[src/rtl/bram_sum_top.sv]
// Single-port 8x8 write-first block RAM with a registered pairwise-sum output.
// Optional build macro MEM_CLEAR_EN: a reset edge also clears every memory word to 0.
module bram_sum_top #(
    parameter int DATA_W = 8,
    parameter int ADDR_W = 3
) (
    input  logic              clk,
    input  logic              rst,
    input  logic              wea,
    input  logic [ADDR_W-1:0] addr,
    input  logic [DATA_W-1:0] data_in,
    output logic [DATA_W-1:0] data_out,
    output logic [DATA_W:0]   sum
);

    localparam int DEPTH = 2 ** ADDR_W;

    logic [DATA_W-1:0] mem_q [DEPTH];
    logic [DATA_W-1:0] data_out_q;
    logic [DATA_W-1:0] data_out_d;
    logic [DATA_W:0]   sum_q;
    logic [DATA_W:0]   sum_d;
    logic [DATA_W-1:0] word_s;

    // Port word: write data on a write (write-first), stored word on a read.
    always_comb begin
        word_s = mem_q[addr];
        if (wea) begin
            word_s = data_in;
        end else begin
            word_s = mem_q[addr];
        end
    end

    // Next output state; sum is one bit wider so 255 + 255 never truncates.
    always_comb begin
        data_out_d = word_s;
        sum_d      = {1'b0, word_s} + {1'b0, data_out_q};
    end

    // Storage array; reset blocks writes and optionally clears the contents.
    always_ff @(posedge clk) begin
`ifdef MEM_CLEAR_EN
        if (rst) begin
            for (int i = 0; i < DEPTH; i++) begin
                mem_q[i] <= {DATA_W{1'b0}};
            end
        end else if (wea) begin
            mem_q[addr] <= data_in;
        end
`else
        if (!rst && wea) begin
            mem_q[addr] <= data_in;
        end
`endif
    end

    // Registered port data and pairwise sum; reset restarts the sum with previous = 0.
    always_ff @(posedge clk) begin
        if (rst) begin
            data_out_q <= {DATA_W{1'b0}};
            sum_q      <= {(DATA_W + 1){1'b0}};
        end else begin
            data_out_q <= data_out_d;
            sum_q      <= sum_d;
        end
    end

    assign data_out = data_out_q;
    assign sum      = sum_q;

endmodule

[config.mk]
export PLATFORM = sky130hd
export DESIGN_NAME = bram_sum_top
export DESIGN_NICKNAME = d
export VERILOG_FILES = /design/src/rtl/bram_sum_top.sv
export SDC_FILE = /design/constraint.sdc
export NUM_CORES = 1
export LEC_CHECK = 0
export BUFFER_PORTS_ARGS = -buffer_cell sky130_fd_sc_hd__buf_2
export CORE_UTILIZATION = 56
export CTS_CLUSTER_SIZE = 14
export DETAILED_ROUTE_END_ITERATION = 16
export HOLD_SLACK_MARGIN = 0.05
export PLACE_DENSITY = 0.81
export SLEW_MARGIN = 20
export SYNTH_ARGS = -nofsm -noshare
export SYNTH_HDL_FRONTEND = slang
export SYNTH_SLANG_ARGS = --single-unit
[constraint.sdc]
create_clock -name clk -period 5.08 [get_ports clk]
set_clock_uncertainty 0.15 [all_clocks]
set_input_delay 0.508 -clock clk [delete_from_list [all_inputs] [get_ports clk]]
set_output_delay 0.508 -clock clk [all_outputs]
set_load 0.01 [all_outputs]
* Yosys cells after proc, flatten, opt, wreduce, memory -nomap -nowiden *
Memories as Yosys holds them, arrays and structs flattened.
Index checks and enable logic that the tools add are counted.

word-level totals
  logic and storage cells = 9
  RAM bits = 64
  memories = 1
  output and inout port bits = 17
  flip-flop bits (word level) = 17

operators by class
  $add $sub $neg = 1
  reductions and logical operators = 2
  mux-type cells = 3

memories
  memory  depth  bits a word  read ports  clocked after memory_dff  write ports  line  source
  mem_q   8      8            1           0                         1            18    logic [DATA_W-1:0] mem_q [DEPTH];

operators with widths
  cell                                    number
  8-bit by 8-bit adder with 9-bit output  1
  8-bit 2-to-1 mux                        1
  1-bit 2-to-1 mux                        2
  1-bit logical AND                       1
  1-bit zero test                         1

* Depth between registers and ports, before layout *
  depth in word-level cells = 4
  depth in mapped cells = 13
  depth with buffers taken out = 11

* Least setup slack after synthesis *
Ideal clock, no wire load.

  kind = in2reg
  from = input addr[2]
  to = register sum_q[6], in the netlist sum[6]
  arrival time = 2.785 ns
  stages = 12
  setup slack = 2.050 ns
  path buffers = 1
  cells stage by stage = buf_2 and2_0 mux4_2 a211oi_1 a21oi_1 ha_1 inv_1 fa_1 nor2b_1 o31a_1 or3_1 a221oi_1

between the ends
  word-level cells in the longest chain between the ends = 3

ends and longest elaborated chain
  element                                 line  source
  start, declared                         10    input logic [ADDR_W-1:0] addr,
  memory 8 x 8 bit                        -
  8-bit 2-to-1 mux                        28    if (wea) begin
  named net data_out_d[0]                 20    logic [DATA_W-1:0] data_out_d;
  8-bit by 8-bit adder with 9-bit output  38    sum_d = {1'b0, word_s} + {1'b0, data_out_q};
  end signal, assigned                    62    sum_q <= {(DATA_W + 1){1'b0}};
  end signal, assigned                    65    sum_q <= sum_d;
  end, declared                           21    logic [DATA_W:0] sum_q;

The timed path passes the listed nets, and every way through them passes these cells.
A chain may end at the register's enable or synchronous reset.

* Worst setup path in the final report *
Ends and elaborated chain as after synthesis.

==> impl_metrics.json <==
{
  "status": "complete, no violations",
  "ir_drop_v": 0.000260,
  "clk_pin_slew_ps": 80,
  "final_net_count": 311,
  "stdcell_area_um2": 3910,
  "synth_flop_cell": "edfxtp_1",
  "fillers": 436,
  "clock_latency_ps": 340,
  "dp_slack_ps": 1480,
  "clock_sinks": 81,
  "grt_max_degree": 39,
  "drv_cap": 0,
  "timing.fmax_mhz": 302,
  "syn-instance-count": 259,
  "tightest_slew_ps": 1010,
  "ys_top_cells_by_count": "64 x edfxtp_1, 21 x nor2_1, 17 x dfxtp_1, 12 x nor2b_1, 10 x nand2_1",
  "worstPathRequired_ps": 5180,
  "grt_antenna_before_repair": 0,
  "timing.slew.headroom": 0.322,
  "drive_above_1_share": 0.181,
  "ios": 31,
  "path_class": "primary input to flip-flop",
  "synthMuxAreaShare": 0.0619,
  "synth-edff-count": 64,
  "antennaDiodeCount": 0,
  "synth_fa_ha_area_frac": 0.0342,
  "num_vias": 2197,
  "rsz0062_at_grt": "false",
  "drt_iter0_markers": 212,
  "r2r_slack_ps": 2070,
  "regArea_um2": 2260,
  "worstPathArrival_ps": 3410,
  "min_period_ps": 3310,
  "die_w_um": 81.2,
  "min_to": "mem_q[4][3]",
  "avgSynthCellArea_um2": 13.6,
  "min_from": "data_in[3]",
  "place_congestion": 0.777,
  "fin_ws_ps": 1770,
  "synthToLayoutAreaGrowth_pct": 11.2,
  "viasPerCell": 5.97,
  "portBuffers": 30,
  "reg2regPathDepth": 11,
  "die-area_um2": 6600,
  "firstDrtPassIters": 5,
  "cts_buffers": 9,
  "synth_top_family_by_area": "simple AND/OR/NAND/NOR gates",
  "holdBufCountCts": 0,
  "end_kind": "flip-flop",
  "syn_nets": 282,
  "post-route-period-util": 0.651,
  "start_util": 0.587,
  "place_hpwl_mm": 4.49,
  "drv_slew": 0,
  "core_area_um2": 5990,
  "p_leak_nw": 1.43,
  "synth_area_um2": 3510,
  "synth_seq_cells": 81,
  "overflow": 0,
  "hold_path_class": "primary input to flip-flop",
  "rr_endpoint": "sum[6]",
  "startpoint_type": "primary input",
  "synth_xor_area_frac": 0.00249,
  "finalHoldViolCount": 0,
  "groute.usage.overall": 0.240,
  "synth-compound-area-share": 0.103,
  "die_h_um": 81.2,
  "ctsLongestPathBuffers": 2,
  "yosys_warnings": 0,
  "synth_most_common_cell": "edfxtp_1",
  "post_cts_resize_count": 0,
  "ys_top_cells_by_area": "edfxtp_1 55%, dfxtp_1 9.7%, mux4_2 3.2%",
  "postRouteAntennaNets": 0,
  "cts_setup_buffers": 0,
  "root_buffer": "clkbuf_8",
  "r2r_start": "mem_q[6][0]",
  "synth-simple-area-share": 0.122,
  "cts_tree": "done",
  "holdPathStages": 1,
  "remaining_drc_errors": 0,
  "cts_max_level": 3,
  "post_drt_wl_per_cell_um": 18.8,
  "grt_pass1_wl_mm": 11.2,
  "synth.distinct_cells": 49,
  "tns_ps": 0,
  "synth-async-reset-ratio": 0,
  "synth.top_cell.area_share": 0.547,
  "powerDensity_nw_per_um2": 362,
  "multiInputGateArea_um2": 1140,
  "setup_violations": 0,
  "ys_seq_area_frac": 0.644,
  "routed_wirelength_mm": 6.92,
  "rows": 28,
  "crit_fanout": 38,
  "yosys.area.top_type": "edfxtp_1",
  "grt_pass1_vias": 2270,
  "placed_cell_area_um2": 3690,
  "crit_start": "addr[2]"
}
==> sequential cells by signal, summed over array words and instances, names as in the netlist <==
name,cells
mem_q,64
data_out,8
sum,9
==> cell families (layout without fill, tap and decap cells) <==
| group | count (synthesis) | in the layout |
|---|---|---|
| DFF | 81 | 81 |
| xor gates and xnor gates | 1 | 1 |
| muxes | 15 | 15 |
| AOI/OAI and AO/OA | 49 | 49 |
| and+or+nand+nor | 80 | 80 |
| buffers and inverters | 24 | 58 |
| adders and majority gates | 9 | 9 |
==> stage by stage <==
| stage | hold slack, ps | utilization | power [W] | std cells |
|---|---|---|---|---|
| 4_1_cts | 299 | 0.652 | 0.00142 | 368 |
| 3_3_place_gp | 475 | 0.617 | 0.000917 | 352 |
| 3_5_place_dp | 457 | 0.617 | 0.000923 | 352 |
| 2_1_floorplan | 457 | - | 0.000873 | 259 |
| 6_report | 308 | 0.652 | 0.00142 | 368 |
| 5_1_grt | 304 | 0.652 | 0.00147 | 368 |
==> how the worst max path moves through the flow <==
stage / end / cells after the start
final: sum[6] / 12
after detailed placement: sum[6] / 12
after global placement: sum[6] / 12
after global routing: sum[6] / 12
after CTS: sum[6] / 12
after floorplan: sum[6] / 12
==> metal layers <==
layer / part of all wire / GRT usage / up-vias
met2: 0.50 / 0.396 / 98
met5: 0 / 0 / -
met3: 0.074 / 0.0461 / 8
met4: 0.017 / 0.114 / 0
li1: - / - / 1033
met1: 0.41 / 0.306 / 1058
==> critical path, stage by stage <==
cell	delay, ps
buf_2	490
nor2b_1	120
mux4_2	500
a211oi_1	270
a21oi_1	130
ha_1	210
inv_1	70
fa_1	180
nor2b_1	70
o31a_1	290
or3_1	320
a221oi_1	230
==> where the power goes <==
part           total (W)  internal [W]  switching (W)  leakage (nW)
clock network   0.000507      0.000290       0.000216         0.108
logic           0.000160     0.0000664      0.0000935         0.601
registers       0.000749      0.000741     0.00000781         0.720
==> area by class of cell <==
type,instances,share of cell area
Sequential cell,81,0.579
Clock inverter,3,0.0166
Clock buffer,13,0.0381
Inverter,10,0.00960
Tap cell,75,0.0240
Timing Repair Buffer,32,0.0423
Multi-Input combinational cell,154,0.291
==> cells in the final DEF (no fill, tap or decap), types with 4 or more instances in the layout <==
cell      count
ha_1          8
dfxtp_1      17
a211oi_1      7
mux2i_1       6
nand3b_1      5
nand3_1       4
a21oi_1       9
nand2_1      10
nor2b_1      12
nor3_1        7
buf_2        30
or3_1         4
and3b_1       4
mux4_2        5
inv_1         8
mux2_1        4
nor2_1       21
clkbuf_8     10
nand2b_1      6
edfxtp_1     64
(Power assumes the default switching activity.)
